### config.mk
export PLATFORM = sky130hd
export DESIGN_NAME = mem_access_ctrl_flat
export DESIGN_NICKNAME = d
export VERILOG_FILES = /design/src/rtl/mem_pkg.sv /design/src/rtl/mem_access_ctrl_if.sv /design/src/rtl/byte_lane_unit.sv /design/src/rtl/mem_access_ctrl.sv /design/src/flat_wrapper.sv
export SDC_FILE = /design/constraint.sdc
export NUM_CORES = 1
export LEC_CHECK = 0
export ABC_AREA = 1
export CORE_MARGIN = 10
export CORE_UTILIZATION = 41
export CTS_CLUSTER_DIAMETER = 200
export CTS_CLUSTER_SIZE = 30
export DETAILED_ROUTE_END_ITERATION = 12
export HOLD_SLACK_MARGIN = 0.03
export PLACE_DENSITY_LB_ADDON = 0.25
export SLEW_MARGIN = 20
export SYNTH_ARGS = -nofsm -noshare
export SYNTH_HDL_FRONTEND = slang
export SYNTH_SLANG_ARGS = --single-unit
export TNS_END_PERCENT = 100
### constraint.sdc
create_clock -name clk -period 2.9 [get_ports clk]
set_clock_uncertainty 0.15 [all_clocks]
set_input_delay 0.58 -clock clk [delete_from_list [all_inputs] [get_ports clk]]
set_output_delay 0.58 -clock clk [all_outputs]
set_load 0.05 [all_outputs]
### src/rtl/mem_pkg.sv
`timescale 1ns/1ps
// Shared encodings for the load/store controller: access sizes, FSM states, byte-lane helpers.
// Pure declarations; no logic.
package mem_pkg;

    localparam logic [1:0] SZ_BYTE = 2'b00;
    localparam logic [1:0] SZ_HALF = 2'b01;
    localparam logic [1:0] SZ_WORD = 2'b10;
    localparam logic [1:0] SZ_RSVD = 2'b11;

    typedef enum logic [2:0] {
        ST_IDLE   = 3'd0,
        ST_ACCESS = 3'd1,
        ST_RMW_RD = 3'd2,
        ST_RMW_WR = 3'd3,
        ST_RESP   = 3'd4
    } state_e;

    localparam logic [31:0] LANE_MASK_BYTE = 32'h0000_00FF;
    localparam logic [31:0] LANE_MASK_HALF = 32'h0000_FFFF;
    localparam logic [31:0] LANE_MASK_WORD = 32'hFFFF_FFFF;

    function automatic logic [31:0] lane_mask(input logic [1:0] size);
        case (size)
            SZ_BYTE: return LANE_MASK_BYTE;
            SZ_HALF: return LANE_MASK_HALF;
            default: return LANE_MASK_WORD;
        endcase
    endfunction

    function automatic logic [2:0] size_bytes(input logic [1:0] size);
        case (size)
            SZ_BYTE: return 3'd1;
            SZ_HALF: return 3'd2;
            default: return 3'd4;
        endcase
    endfunction

endpackage

### src/rtl/mem_access_ctrl_if.sv
`timescale 1ns/1ps
// Request/response bus between the datapath FSM and the load/store controller, plus the
// controller's view of the word-addressed Memory port.
interface mem_access_ctrl_if;
    logic        req;
    logic        wr;
    logic [1:0]  size;
    logic        sext;
    logic [31:0] addr;
    logic [31:0] wdata;
    logic        ready;
    logic        done;
    logic        err;
    logic [31:0] rdata;
    logic [31:0] mem_addr;
    logic [31:0] mem_wd;
    logic        mem_we;
    logic [31:0] mem_rd;

    modport master (
        output req, wr, size, sext, addr, wdata, mem_rd,
        input  ready, done, err, rdata, mem_addr, mem_wd, mem_we
    );

    modport slave (
        input  req, wr, size, sext, addr, wdata, mem_rd,
        output ready, done, err, rdata, mem_addr, mem_wd, mem_we
    );
endinterface

### src/rtl/byte_lane_unit.sv
`timescale 1ns/1ps
// Combinational lane steering: extracts/extends a byte or half from a word, and merges
// store data into a word. Zero latency, no handshake.
module byte_lane_unit
    import mem_pkg::*;
#(
    parameter bit BIG_ENDIAN = 1'b1
) (
    input  logic [31:0] word,
    input  logic [1:0]  offset,
    input  logic [1:0]  size,
    input  logic        sext,
    input  logic [31:0] wdata,
    output logic [31:0] load_val,
    output logic [31:0] store_word
);

    logic [1:0]  lane_lo;
    logic [4:0]  shamt;
    logic [31:0] mask;
    logic [31:0] raw;
    logic [31:0] sign_fill;

    always_comb begin
        // Big-endian puts offset 0 at the top, so the lane's low byte index counts down.
        if (BIG_ENDIAN) begin
            lane_lo = 2'(3'd4 - size_bytes(size) - {1'b0, offset});
        end else begin
            lane_lo = offset;
        end
        shamt     = {lane_lo, 3'b000};
        mask      = lane_mask(size);
        raw       = (word >> shamt) & mask;
        sign_fill = '0;
        if (sext) begin
            case (size)
                SZ_BYTE: if (raw[7])  sign_fill = ~mask;
                SZ_HALF: if (raw[15]) sign_fill = ~mask;
                default: sign_fill = '0;
            endcase
        end
        load_val   = raw | sign_fill;
        store_word = (word & ~(mask << shamt)) | ((wdata & mask) << shamt);
    end

endmodule

### src/rtl/mem_access_ctrl.sv
`timescale 1ns/1ps
// Load/store controller in front of a combinational-read, posedge-write word Memory.
// Loads/word stores finish in 2 cycles, sub-word stores (read-modify-write) in 3; req ignored unless ready.
module mem_access_ctrl
    import mem_pkg::*;
#(
    parameter int unsigned MEM_WORDS  = 1024,
    parameter bit          BIG_ENDIAN = 1'b1
) (
    input logic             clk,
    input logic             rst_n,
    mem_access_ctrl_if.slave bus
);

    localparam logic [32:0] ADDR_LIMIT = 33'(MEM_WORDS) << 2;

    state_e      state_q, state_d;
    logic        wr_q, wr_d;
    logic [1:0]  size_q, size_d;
    logic        sext_q, sext_d;
    logic [1:0]  off_q, off_d;
    logic [31:0] wdata_q, wdata_d;
    logic        err_q, err_d;
    logic [31:0] rdata_q, rdata_d;
    logic [31:0] buf_q, buf_d;
    logic [31:0] mem_addr_q, mem_addr_d;

    logic        req_bad;
    logic        req_sub_store;
    logic [31:0] lane_word;
    logic [31:0] load_val;
    logic [31:0] store_word;

    logic        ready_o, done_o, err_o, mem_we_o;
    logic [31:0] mem_wd_o;

    always_comb begin
        req_bad = (bus.size == SZ_RSVD)
                | ((bus.size == SZ_HALF) && bus.addr[0])
                | ((bus.size == SZ_WORD) && (bus.addr[1:0] != 2'b00))
                | ({1'b0, bus.addr} >= ADDR_LIMIT);
        req_sub_store = bus.wr && (bus.size != SZ_WORD);
    end

    // The merge path works on the buffered word; the load path on live Memory data.
    assign lane_word = (state_q == ST_RMW_WR) ? buf_q : bus.mem_rd;

    byte_lane_unit #(
        .BIG_ENDIAN(BIG_ENDIAN)
    ) u_lane (
        .word       (lane_word),
        .offset     (off_q),
        .size       (size_q),
        .sext       (sext_q),
        .wdata      (wdata_q),
        .load_val   (load_val),
        .store_word (store_word)
    );

    always_ff @(posedge clk or negedge rst_n) begin
        if (!rst_n) begin
            state_q <= ST_IDLE;
        end else begin
            state_q <= state_d;
        end
    end

    always_comb begin
        state_d = state_q;
        case (state_q)
            ST_IDLE: begin
                if (bus.req) begin
                    if (req_bad)            state_d = ST_RESP;
                    else if (req_sub_store) state_d = ST_RMW_RD;
                    else                    state_d = ST_ACCESS;
                end
            end
            ST_ACCESS: state_d = ST_RESP;
            ST_RMW_RD: state_d = ST_RMW_WR;
            ST_RMW_WR: state_d = ST_RESP;
            ST_RESP:   state_d = ST_IDLE;
            default:   state_d = ST_IDLE;
        endcase
    end

    // Outputs decode from state only, so an async reset kills mem_we immediately.
    always_comb begin
        ready_o  = 1'b0;
        done_o   = 1'b0;
        err_o    = 1'b0;
        mem_we_o = 1'b0;
        mem_wd_o = '0;
        case (state_q)
            ST_IDLE: ready_o = 1'b1;
            ST_ACCESS: begin
                if (wr_q) begin
                    mem_we_o = 1'b1;
                    mem_wd_o = wdata_q;
                end
            end
            ST_RMW_WR: begin
                mem_we_o = 1'b1;
                mem_wd_o = store_word;
            end
            ST_RESP: begin
                done_o = 1'b1;
                err_o  = err_q;
            end
            default: ready_o = 1'b0;
        endcase
    end

    always_comb begin
        wr_d       = wr_q;
        size_d     = size_q;
        sext_d     = sext_q;
        off_d      = off_q;
        wdata_d    = wdata_q;
        err_d      = err_q;
        rdata_d    = rdata_q;
        buf_d      = buf_q;
        mem_addr_d = mem_addr_q;
        case (state_q)
            ST_IDLE: begin
                if (bus.req) begin
                    wr_d    = bus.wr;
                    size_d  = bus.size;
                    sext_d  = bus.sext;
                    off_d   = bus.addr[1:0];
                    wdata_d = bus.wdata;
                    err_d   = req_bad;
                    if (!req_bad) mem_addr_d = {bus.addr[31:2], 2'b00};
                end
            end
            ST_ACCESS: if (!wr_q) rdata_d = load_val;
            ST_RMW_RD: buf_d = bus.mem_rd;
            default: ;
        endcase
    end

    always_ff @(posedge clk or negedge rst_n) begin
        if (!rst_n) begin
            wr_q       <= 1'b0;
            size_q     <= SZ_BYTE;
            sext_q     <= 1'b0;
            off_q      <= 2'b00;
            wdata_q    <= '0;
            err_q      <= 1'b0;
            rdata_q    <= '0;
            buf_q      <= '0;
            mem_addr_q <= '0;
        end else begin
            wr_q       <= wr_d;
            size_q     <= size_d;
            sext_q     <= sext_d;
            off_q      <= off_d;
            wdata_q    <= wdata_d;
            err_q      <= err_d;
            rdata_q    <= rdata_d;
            buf_q      <= buf_d;
            mem_addr_q <= mem_addr_d;
        end
    end

    assign bus.ready    = ready_o;
    assign bus.done     = done_o;
    assign bus.err      = err_o;
    assign bus.rdata    = rdata_q;
    assign bus.mem_addr = mem_addr_q;
    assign bus.mem_wd   = mem_wd_o;
    assign bus.mem_we   = mem_we_o;

endmodule

### src/flat_wrapper.sv
// flat-port wrapper written by rule: the top's interface ports become plain ports
module mem_access_ctrl_flat import mem_pkg::*;
#(
    parameter int unsigned MEM_WORDS  = 1024,
    parameter bit          BIG_ENDIAN = 1'b1
)
  (clk, rst_n, bus_req, bus_wr, bus_size, bus_sext, bus_addr, bus_wdata, bus_mem_rd, bus_ready, bus_done, bus_err, bus_rdata, bus_mem_addr, bus_mem_wd, bus_mem_we);
  mem_access_ctrl_if bus_i ();
  input logic clk;
  input logic rst_n;
  input wire logic [$bits(bus_i.req)-1:0] bus_req;
  input wire logic [$bits(bus_i.wr)-1:0] bus_wr;
  input wire logic [$bits(bus_i.size)-1:0] bus_size;
  input wire logic [$bits(bus_i.sext)-1:0] bus_sext;
  input wire logic [$bits(bus_i.addr)-1:0] bus_addr;
  input wire logic [$bits(bus_i.wdata)-1:0] bus_wdata;
  input wire logic [$bits(bus_i.mem_rd)-1:0] bus_mem_rd;
  output wire logic [$bits(bus_i.ready)-1:0] bus_ready;
  output wire logic [$bits(bus_i.done)-1:0] bus_done;
  output wire logic [$bits(bus_i.err)-1:0] bus_err;
  output wire logic [$bits(bus_i.rdata)-1:0] bus_rdata;
  output wire logic [$bits(bus_i.mem_addr)-1:0] bus_mem_addr;
  output wire logic [$bits(bus_i.mem_wd)-1:0] bus_mem_wd;
  output wire logic [$bits(bus_i.mem_we)-1:0] bus_mem_we;
  assign bus_i.req = bus_req;
  assign bus_i.wr = bus_wr;
  assign bus_i.size = bus_size;
  assign bus_i.sext = bus_sext;
  assign bus_i.addr = bus_addr;
  assign bus_i.wdata = bus_wdata;
  assign bus_i.mem_rd = bus_mem_rd;
  assign bus_ready = bus_i.ready;
  assign bus_done = bus_i.done;
  assign bus_err = bus_i.err;
  assign bus_rdata = bus_i.rdata;
  assign bus_mem_addr = bus_i.mem_addr;
  assign bus_mem_wd = bus_i.mem_wd;
  assign bus_mem_we = bus_i.mem_we;
  mem_access_ctrl #(.MEM_WORDS(MEM_WORDS), .BIG_ENDIAN(BIG_ENDIAN)) u_core (.clk(clk), .rst_n(rst_n), .bus(bus_i));
endmodule
=== Word level (Yosys, flattened, before mapping) ===
Index checks and enable logic that the tools add are counted.
Widths: inputs -> output; s select.

* Output and inout bits: 100
* Register bits after elaboration: 136
* Word-level logic and storage cells: 66
* Input port bits: 103

* Multiplexer cells: 18
* $lt $le $gt $ge: 1
* Eq/ne operators: 10
* Bitwise operators: 12
* Add/subtract/negate cells: 2
* Shift operators: 3
* Reductions and logical operators: 10

{| class="wikitable"
|+ Operator list
! operator !! number
|-
| $pmux 32 s2 || 3
|-
| $mux 32 || 5
|-
| $and 32x32->32 || 3
|-
| $not 32->32 || 2
|-
| $or 32x32->32 || 2
|-
| $shl 32x5->32 || 2
|-
| $ge 32x13->1 const B || 1
|-
| $shr 32x5->32 || 1
|-
| $pmux 3 s3 || 1
|-
| $eq 3x2->1 const B || 2
|-
| $mux 3 || 2
|-
| $eq 2x1->1 const B || 2
|-
| $eq 2x2->1 const B || 2
|-
| $mux 1 || 4
|-
| $ne 2x2->1 const B || 2
|-
| $pmux 2 s2 || 1
|-
| $reduce_and 2->1 || 2
|-
| $eq 3x1->1 const B || 1
|-
| $eq 3x3->1 const B || 1
|-
| $logic_and 1x1->1 || 3
|-
| $logic_not 3->1 || 1
|-
| $or 1x1->1 || 3
|-
| $reduce_and 3->1 || 1
|-
| $logic_not 2->1 || 1
|-
| 7 further kinds || 8
|}

=== Longest topological paths before layout ===
Gate-level depths: netlist of the first run.

* Word-level depth: 10
* Depth in mapped cells: 17
* Gate-level depth less buffers: 14

=== Cells and area by module ===
A second synthesis of the first run with hierarchy kept.

* Cell total of the unflattened synthesis: 1143
* Area total of the unflattened synthesis: 7875.1 µm²

{| class="wikitable"
|+ Modules (own cells, without submodules)
! module !! area an instance (µm²) !! seq. area each (µm²) !! times used !! cells an instance
|-
| mem_access_ctrl || 6055.8 || 3403.3 || 1 || 747
|-
| byte_lane_unit || 1819.2 || 0.0 || 1 || 396
|}

=== Worst setup path after synthesis of the first run ===
OpenSTA, ideal clock, no wires.

* Path kind: register to output
* Start point: reg u_core.size_q[1]
* End point: out bus_mem_wd[31]
* Stages on the path, launching flop included: 16
* Buffers on the path: 4
* Setup slack: -0.517 ns
* Arrival: 2.687 ns
* Required time: 2.170 ns
* Path through: dfrtp_1 -> buf_4 -> inv_4 -> nand2_1 -> clkbuf_1 -> ha_1 -> inv_1 -> buf_2 -> clkbuf_1 -> nand2_1 -> o21ai_0 -> nor2_1 -> a21oi_1 -> nand2_1 -> nand2_1 -> o21ai_0

* Longest elaborated chain between the ends: 9
* Elaborated cells between the ends (all ways): 13
* Classes of those cells: add/sub: 2; eq/ne: 1; shift: 2; mux: 3; bitwise: 4; reduce/logical: 1

{| class="wikitable"
|+ RTL lines
! what !! RTL line !! RTL
|-
| start, declared || mem_access_ctrl.sv:19 || <nowiki>logic [1:0] size_q, size_d;</nowiki>
|-
| start signal, assigned || mem_access_ctrl.sv:154 || <nowiki>size_q <= size_d;</nowiki>
|-
| $eq 2x1->1 / $logic_not 2->1 (equally long branches) || mem_pkg.sv:24, mem_pkg.sv:32 ||
|-
| $pmux 2 s2 || mem_pkg.sv:32 || <nowiki>case (size)</nowiki>
|-
| $sub 1x2->2 || byte_lane_unit.sv:27 || <nowiki>lane_lo = 2'(3'd4 - size_bytes(size) - {1'b0, offset});</nowiki>
|-
| $sub 2x2->2 || byte_lane_unit.sv:27 ||
|-
| $shl 32x5->32 || byte_lane_unit.sv:43 || <nowiki>store_word = (word & ~(mask << shamt)) | ((wdata & mask) << shamt);</nowiki>
|-
| $not 32->32 || byte_lane_unit.sv:43 ||
|-
| $and 32x32->32 || byte_lane_unit.sv:43 ||
|-
| $or 32x32->32 (*) || byte_lane_unit.sv:43 ||
|-
| $pmux 32 s2 (*) || mem_access_ctrl.sv:93 || <nowiki>case (state_q)</nowiki>
|-
| end, declared || flat_wrapper.sv:23 || <nowiki>output wire logic [$bits(bus_i.mem_wd)-1:0] bus_mem_wd;</nowiki>
|}

Mark *: on every way between the ends. The rest lies on a longest branch, timed or not.

=== Final worst setup path of the first run ===
* Start point: reg u_core.size_q[0]
* End point: out bus_mem_wd[21]

Same word-level chain as after synthesis.

==> results of run 1 <==
[cells by family (layout without fill, tap and decap cells)]
| group | count (synthesis) | count (layout) | synth area share |
|---|---|---|---|
| compound gates | 262 | 262 | 0.1859 |
| flops | 136 | 136 | 0.4507 |
| simple gates | 461 | 462 | 0.2481 |
| other cells | 1 | 2 | 0.0004966 |
| fa+ha+maj | 2 | 2 | 0.003313 |
| mux | 1 | 1 | 0.001491 |
| buf+inv | 197 | 438 | 0.1100 |
[registers in the layout (all words and copies together) (netlist names)]
register and flops:
u_core.state_q 3, u_core.buf_q 32, u_core.err_q 1, u_core.sext_q 1, u_core.wdata_q 32, u_core.off_q 2, u_core.size_q 2, u_core.wr_q 1
u_core.bus.rdata 32, u_core.bus.mem_addr 30
[per-layer routing]
layer	vias up	GRT usage
li1	3843	-
met1	3822	0.2783
met2	468	0.3347
met3	94	0.08850
met4	2	0.09715
met5	-	0
[critical path, stage by stage (launching register included)]
cell     delay [ns]
dfrtp_1        0.39
inv_2          0.09
nand2_4        0.06
ha_4           0.17
inv_4          0.06
nand2_4        0.07
nand3_4        0.10
nand2_8        0.08
buf_6          0.13
o21ai_4        0.15
buf_12         0.14
nor2_1         0.05
o21ai_2        0.20
o21ai_4        0.09
buf_12         0.15
[final cells by class]
type                            count  area [sq um]  share of cell area
Sequential cell                   136          3406              0.2871
Inverter                          133         521.8             0.04399
Clock buffer                       23         478.0             0.04030
Tap cell                          229         286.5             0.02416
Timing Repair Buffer              274          3080              0.2597
Multi-Input combinational cell    729          4016              0.3386
Clock inverter                      8         72.57            0.006118
[how the worst max path moves through the flow]
stage	from	end	slack [ns]	cells after the start
floorplan	u_core.size_q[1]$_DFFE_PN0P_	bus_mem_wd[26]	0.0008	14
global placement	u_core.size_q[1]$_DFFE_PN0P_	bus_mem_wd[30]	0.07	12
detailed placement	u_core.size_q[1]$_DFFE_PN0P_	bus_mem_wd[30]	0.02	12
CTS	u_core.size_q[1]$_DFFE_PN0P_	bus_mem_wd[20]	-0.18	14
global route	u_core.size_q[1]$_DFFE_PN0P_	bus_mem_wd[18]	-0.26	15
finish	u_core.size_q[0]$_DFFE_PN0P_	bus_mem_wd[21]	-0.20	14
[cells in the mapped netlist]
cell type	count
inv_1	127
o21bai_1	1
buf_2	23
mux2_2	1
nor2_4	3
ha_1	2
o21ai_4	1
buf_6	3
o21ai_1	2
a31oi_1	2
buf_4	7
o21ai_0	198
o21ai_2	2
buf_8	1
o22ai_1	7
nand3_4	1
nand4_1	4
a22oi_1	1
inv_2	4
a21oi_2	10
inv_4	1
clkbuf_1	29
nand3_2	2
nand2_2	4
o21a_1	1
conb_1	1
a21oi_1	30
nor3_1	2
nand3b_1	1
dfrtp_1	136
nand2_4	1
o211ai_1	7
clkinv_1	1
nand2_1	311
or2_2	1
nand3_1	46
buf_1	1
nor2_1	85
[power breakdown]
part / leakage [nW] / switching (mW) / internal [mW]
Sequential: 1.58 / 0.293 / 2.25
Combinational: 3.72 / 4.36 / 2.84
Clock: 0.265 / 0.820 / 1.24
[repair_timing]
item	CTS	global route
buffers inserted	3	10
gates resized for setup	99	83
endpoints found under the setup margin	32	32
pin swaps	17	20
gates cloned	4	6
[stage by stage]
stage / instances / hold WS (ns)
3_3_place_gp: 1479 / 0.3106
6_report: 1532 / 0.01918
2_1_floorplan: 1061 / 0.1344
3_5_place_dp: 1479 / 0.3137
4_1_cts: 1517 / 0.06429
5_1_grt: 1532 / 0.08342
==> metrics.yaml, run 1 <==
status:
  status: "finished, violations left"
  violations: "setup timing"
floorplanning:
  die_area_sq_um: 24250
  die_w_um: 155.7
  placement_rows: 49
  ios: 203
  core_sq_um: 18020
  initial_core_util: 0.4189
  dieHeight_um: 155.7
drt:
  drc: 0
  via_count: 8229
  wl_met2_um: 12650
  routed_wirelength_um: 28150
  vias_per_cell: 5.371
  final_antenna_net_count: 0
  first_iter_violations: 831
  wl_per_cell_um: 18.37
  top_layer: "met5"
  drtPass1Iterations: 5
  drt-met1-wl_um: 11170
  wl_met3_um: 3311
cells_and_area:
  syn2layout_area_growth_pct: 57.08
  layout_commonest_cell: "nand2_1"
  layout_common_cells: "nand2_1, clkdlybuf4s50_1, dfrtp_1, inv_1, o21ai_0"
  nets: 1396
  layout-drive-gt1-share: 0.2218
  final_core_utilization: 0.6581
  n_antenna_cell: 0
  fill_cells: 1486
  fin_area_sq_um: 11860
logic_synthesis:
  ys_seq_area_frac: 0.4507
  yosysTopAreaCell: "dfrtp_1"
  ys_types: 38
  synth.ff_latch_count: 136
  ys_warn_count: 0
  synthCells: 1060
  synth_top_area_share: 0.4507
  synthTopCellsByArea: "dfrtp_1, nand2_1, o21ai_0, inv_1, nor2_1"
  netlist_area_sq_um: 7551
  syn_area_per_cell_sq_um: 7.124
timing:
  setup_ws_ns: -0.1988
  drv_slew: 0
  finalSetupViolations: 31
  max_freq_mhz: 322.7
  grt_setup_unrepaired: "yes"
  finalHoldViolations: 0
  maxSlewHeadroom: 0.5048
  period_needed_ns: 3.099
  finalCritPeriodShare: 1.069
  tns_ns: -3.722
  tightest_slew_ns: 0.7429
global_routing:
  grt-ovfl-total: 0
  grt_first_pass_wirelength_um: 43220
  grt_usage: 0.2231
  grt_pass1_vias: 8065
  grt_max_degree: 74
  antenna_found_initial: 1
critical_path:
  reg2reg_from: "u_core.state_q[0]$_DFFE_PN0P_"
  reg2regPathDepth: 10
  path_class: "reg2out"
  cp.required_ns: 2.17
  reg2reg_slack_ns: 0.47
  crit_path_max_fanout: 7
  endpoint_kind: "output port"
  startpoint_type: "flop"
  r2r-end: "u_core.bus.rdata[19]$_DFFE_PN0P_"
  arrival_ns: 2.37
clock_network:
  cts.sinks: 136
  clkTransAtPathRegs_ns: 0.06
  cts_tree: "done"
  clk_latency_ns: 0.42
  cts_buffers: 17
  root_buffer: "clkbuf_16"
  htreeDepth: 4
  clock_path_buffers: 2
  hold_buffers: 0
worst_hold_path:
  hold_class: "in2async"
pwr:
  total_leakage_power_nw: 5.559
  worst_ir_drop_vdd_uv: 752.2
  p_per_area_nw_per_um2: 994.3
  total_power_mw: 11.79
placement:
  hpwl_um: 19570
  gp_congestion: 0.9343
  dpl_cell_area_sq_um: 10410
  pre_cts_ws_ns: 0.02355
  port_buffers: 200
job:
  drv_cap: 0
No activity file was read; power rests on OpenSTA's default activity.
==> inputs of run 2 (changes only) <==
--- a/config.mk
+++ b/config.mk
@@ -7,13 +7,12 @@
 export LEC_CHECK = 0
 export ABC_AREA = 1
 export CORE_MARGIN = 10
-export CORE_UTILIZATION = 41
+export CORE_UTILIZATION = 25
 export CTS_CLUSTER_DIAMETER = 200
 export CTS_CLUSTER_SIZE = 30
 export DETAILED_ROUTE_END_ITERATION = 12
 export HOLD_SLACK_MARGIN = 0.03
 export PLACE_DENSITY_LB_ADDON = 0.25
-export SLEW_MARGIN = 20
 export SYNTH_ARGS = -nofsm -noshare
 export SYNTH_HDL_FRONTEND = slang
 export SYNTH_SLANG_ARGS = --single-unit
==> metrics.yaml, run 2 (same netlist as run 1, synthesis figures left out) <==
status:
  status: "finished, violations left"
  violations: "setup timing"
clock_network:
  cts_tree: "done"
  cts.sinks: 136  # unchanged
  cts_buffers: 17  # unchanged
  clkTransAtPathRegs_ns: 0.06  # about the same
  clk_latency_ns: 0.42  # about the same
  clock_path_buffers: 2  # unchanged
  root_buffer: "clkbuf_16"
  htreeDepth: 4  # unchanged
cells_and_area:
  n_antenna_cell: 0  # unchanged
  layout-drive-gt1-share: 0.2264  # +0.004605
  layout_common_cells: "nand2_1, clkdlybuf4s50_1, dfrtp_1, o21ai_0, inv_1"
  seq_area_sq_um: 3407  # about the same
  syn2layout_area_growth_pct: 60.63
  fill_cells: 3013  # +100%
  layout_commonest_cell: "nand2_1"
  multi_input_area_sq_um: 4089  # +1.8%
  nets: 1395  # -0.072%
worst_hold_path:
  hp-start: "u_core.bus.mem_addr[8]$_DFFE_PN0P_"
  hold_depth: 2
  hold_class: "reg2reg"
  min_to: "u_core.bus.mem_addr[8]$_DFFE_PN0P_"
drt:
  final_antenna_net_count: 0  # unchanged
  drtPass1Iterations: 6  # +1
  first_iter_violations: 675  # -19%
  routed_wirelength_um: 29860  # +6.1%
  drc: 0  # unchanged
  wl_per_cell_um: 17.64  # -4.0%
  via_count: 7829  # -4.9%
  vias_per_cell: 4.624  # -14%
global_routing:
  grt-ovfl-total: 0  # unchanged
  grt_first_pass_wirelength_um: 45750  # +5.8%
  grt_usage: 0.1537  # -0.06940
  grt_pass1_vias: 7731  # -4.1%
  antenna_found_initial: 0  # -1
  grt_max_degree: 74  # unchanged
critical_path:
  crit_path_cell_trace: "inv_2, nand2_4, ha_4, nand2_4, nand2_4, nand2_4, nand2_8, buf_6, o21ai_4, buf_6, nor2_4, o21ai_4, o21ai_4, buf_12"
  reg2reg_slack_ns: 0.39  # -0.08 ns
  r2r-end: "u_core.bus.rdata[22]$_DFFE_PN0P_"
  endpoint_kind: "output port"
  path_class: "reg2out"
  crit_path_max_fanout: 7  # unchanged
  startpoint_type: "flop"
  reg2reg_from: "u_core.size_q[0]$_DFFE_PN0P_"
  crit_slowest_cell: "dfrtp_1"
  crit_path_frequent_cell: "nand2_4"
  cp.required_ns: 2.17  # about the same
  reg2regPathDepth: 17  # +7
  arrival_ns: 2.48  # +0.11 ns
  slowest_delay_ns: 0.38  # about the same
timing:
  drv_slew: 0  # unchanged
  grt_setup_unrepaired: "yes"
  hold-worst-slack_ns: 0.3347  # +0.3155 ns
  maxSlewHeadroom: 0.5008  # -0.003942
  tightest_slew_ns: 0.7409  # -0.001918 ns
  setup_ws_ns: -0.3136  # -0.1148 ns
  tns_ns: -5.874  # -2.152 ns
  finalHoldViolations: 0  # unchanged
  finalSetupViolations: 31  # unchanged
  max_freq_mhz: 311.2  # -3.6%
  finalCritPeriodShare: 1.108  # +0.03958
  period_needed_ns: 3.214  # +0.1148 ns
floorplanning:
  die_w_um: 193.8  # +24%
  initial_core_util: 0.2541  # -0.1648
  placement_rows: 63  # +29%
  dieHeight_um: 193.8  # +24%
  core_sq_um: 29720  # +65%
  die_area_sq_um: 37550  # +55%
  ios: 203  # unchanged
pwr:
  worst_ir_drop_vdd_uv: 770.8  # +2.5%
  total_leakage_power_nw: 5.553  # -0.10%
  p_per_area_nw_per_um2: 1023  # +2.9%
job:
  drv_cap: 0  # unchanged
placement:
  gp_congestion: 0.9310  # -0.35%
  port_buffers: 200  # unchanged
  hpwl_um: 22450  # +15%
  pre_cts_ws_ns: 0.01807  # -0.005479 ns
==> run 2: where the power goes <==
group          switching (mW)  internal, mW
Combinational            4.61          3.15
Clock                   0.884          1.21
Sequential              0.308          2.26
Total                    5.80          6.61
==> run 2: how the worst max path moves through the flow <==
stage	startpoint	slack, ns	endpoint
finish	u_core.size_q[0]$_DFFE_PN0P_	-0.31	bus_mem_wd[17]
global route	u_core.size_q[1]$_DFFE_PN0P_	-0.41	bus_mem_wd[18]
CTS	u_core.size_q[1]$_DFFE_PN0P_	-0.29	bus_mem_wd[18]
detailed placement	u_core.size_q[1]$_DFFE_PN0P_	0.02	bus_mem_wd[19]
global placement	bus_mem_rd[18]	0.04	bus_mem_wd[18]
floorplan	u_core.size_q[1]$_DFFE_PN0P_	0.0008	bus_mem_wd[26]
==> run 2: metrics by stage <==
stage | instance area [sq um] | util | power [mW] | instances
after floorplan | 7830 | - | 6.007 | 1061
after global placement | 10650 | 0.3585 | 7.642 | 1640
after detailed placement | 10650 | 0.3585 | 7.681 | 1640
after CTS | 11790 | 0.3967 | 11.26 | 1686
after global routing | 12130 | 0.4082 | 13.19 | 1693
final | 12130 | 0.4082 | 12.41 | 1693
==> run 2: layout make-up <==
type	instances	area share
multi-input cells	728	0.3371
flip-flops and latches	136	0.2809
repair buffers	274	0.2516
inverters	133	0.04353
well taps	390	0.04023
clock buffers	19	0.03652
clock inverters	13	0.01011
==> run 2: routing by layer <==
metal | vias up | GRT usage | share of wire
met5 | - | 0 | 0
met4 | 0 | 0.04177 | 0.017
met3 | 30 | 0.05463 | 0.095
met2 | 338 | 0.2387 | 0.46
met1 | 3621 | 0.1971 | 0.43
li1 | 3840 | - | -
==> run 2: repair_timing <==
item	in CTS	in global routing
setup buffers	13	4
setup endpoints to repair	34	33
endpoints found under the hold margin	23	0
resized for setup	140	51
pin swaps	19	28
hold buffers	1	0
gates cloned	1	3
==> run 2: critical path: cells and delay by family (launching register included) <==
family,cells,cell delay (ns)
adders and majority gates,1,0.17
buffers and inverters,4,0.52
AOI/OAI and AO/OA,3,0.58
and+or+nand+nor,6,0.40
DFF,1,0.38
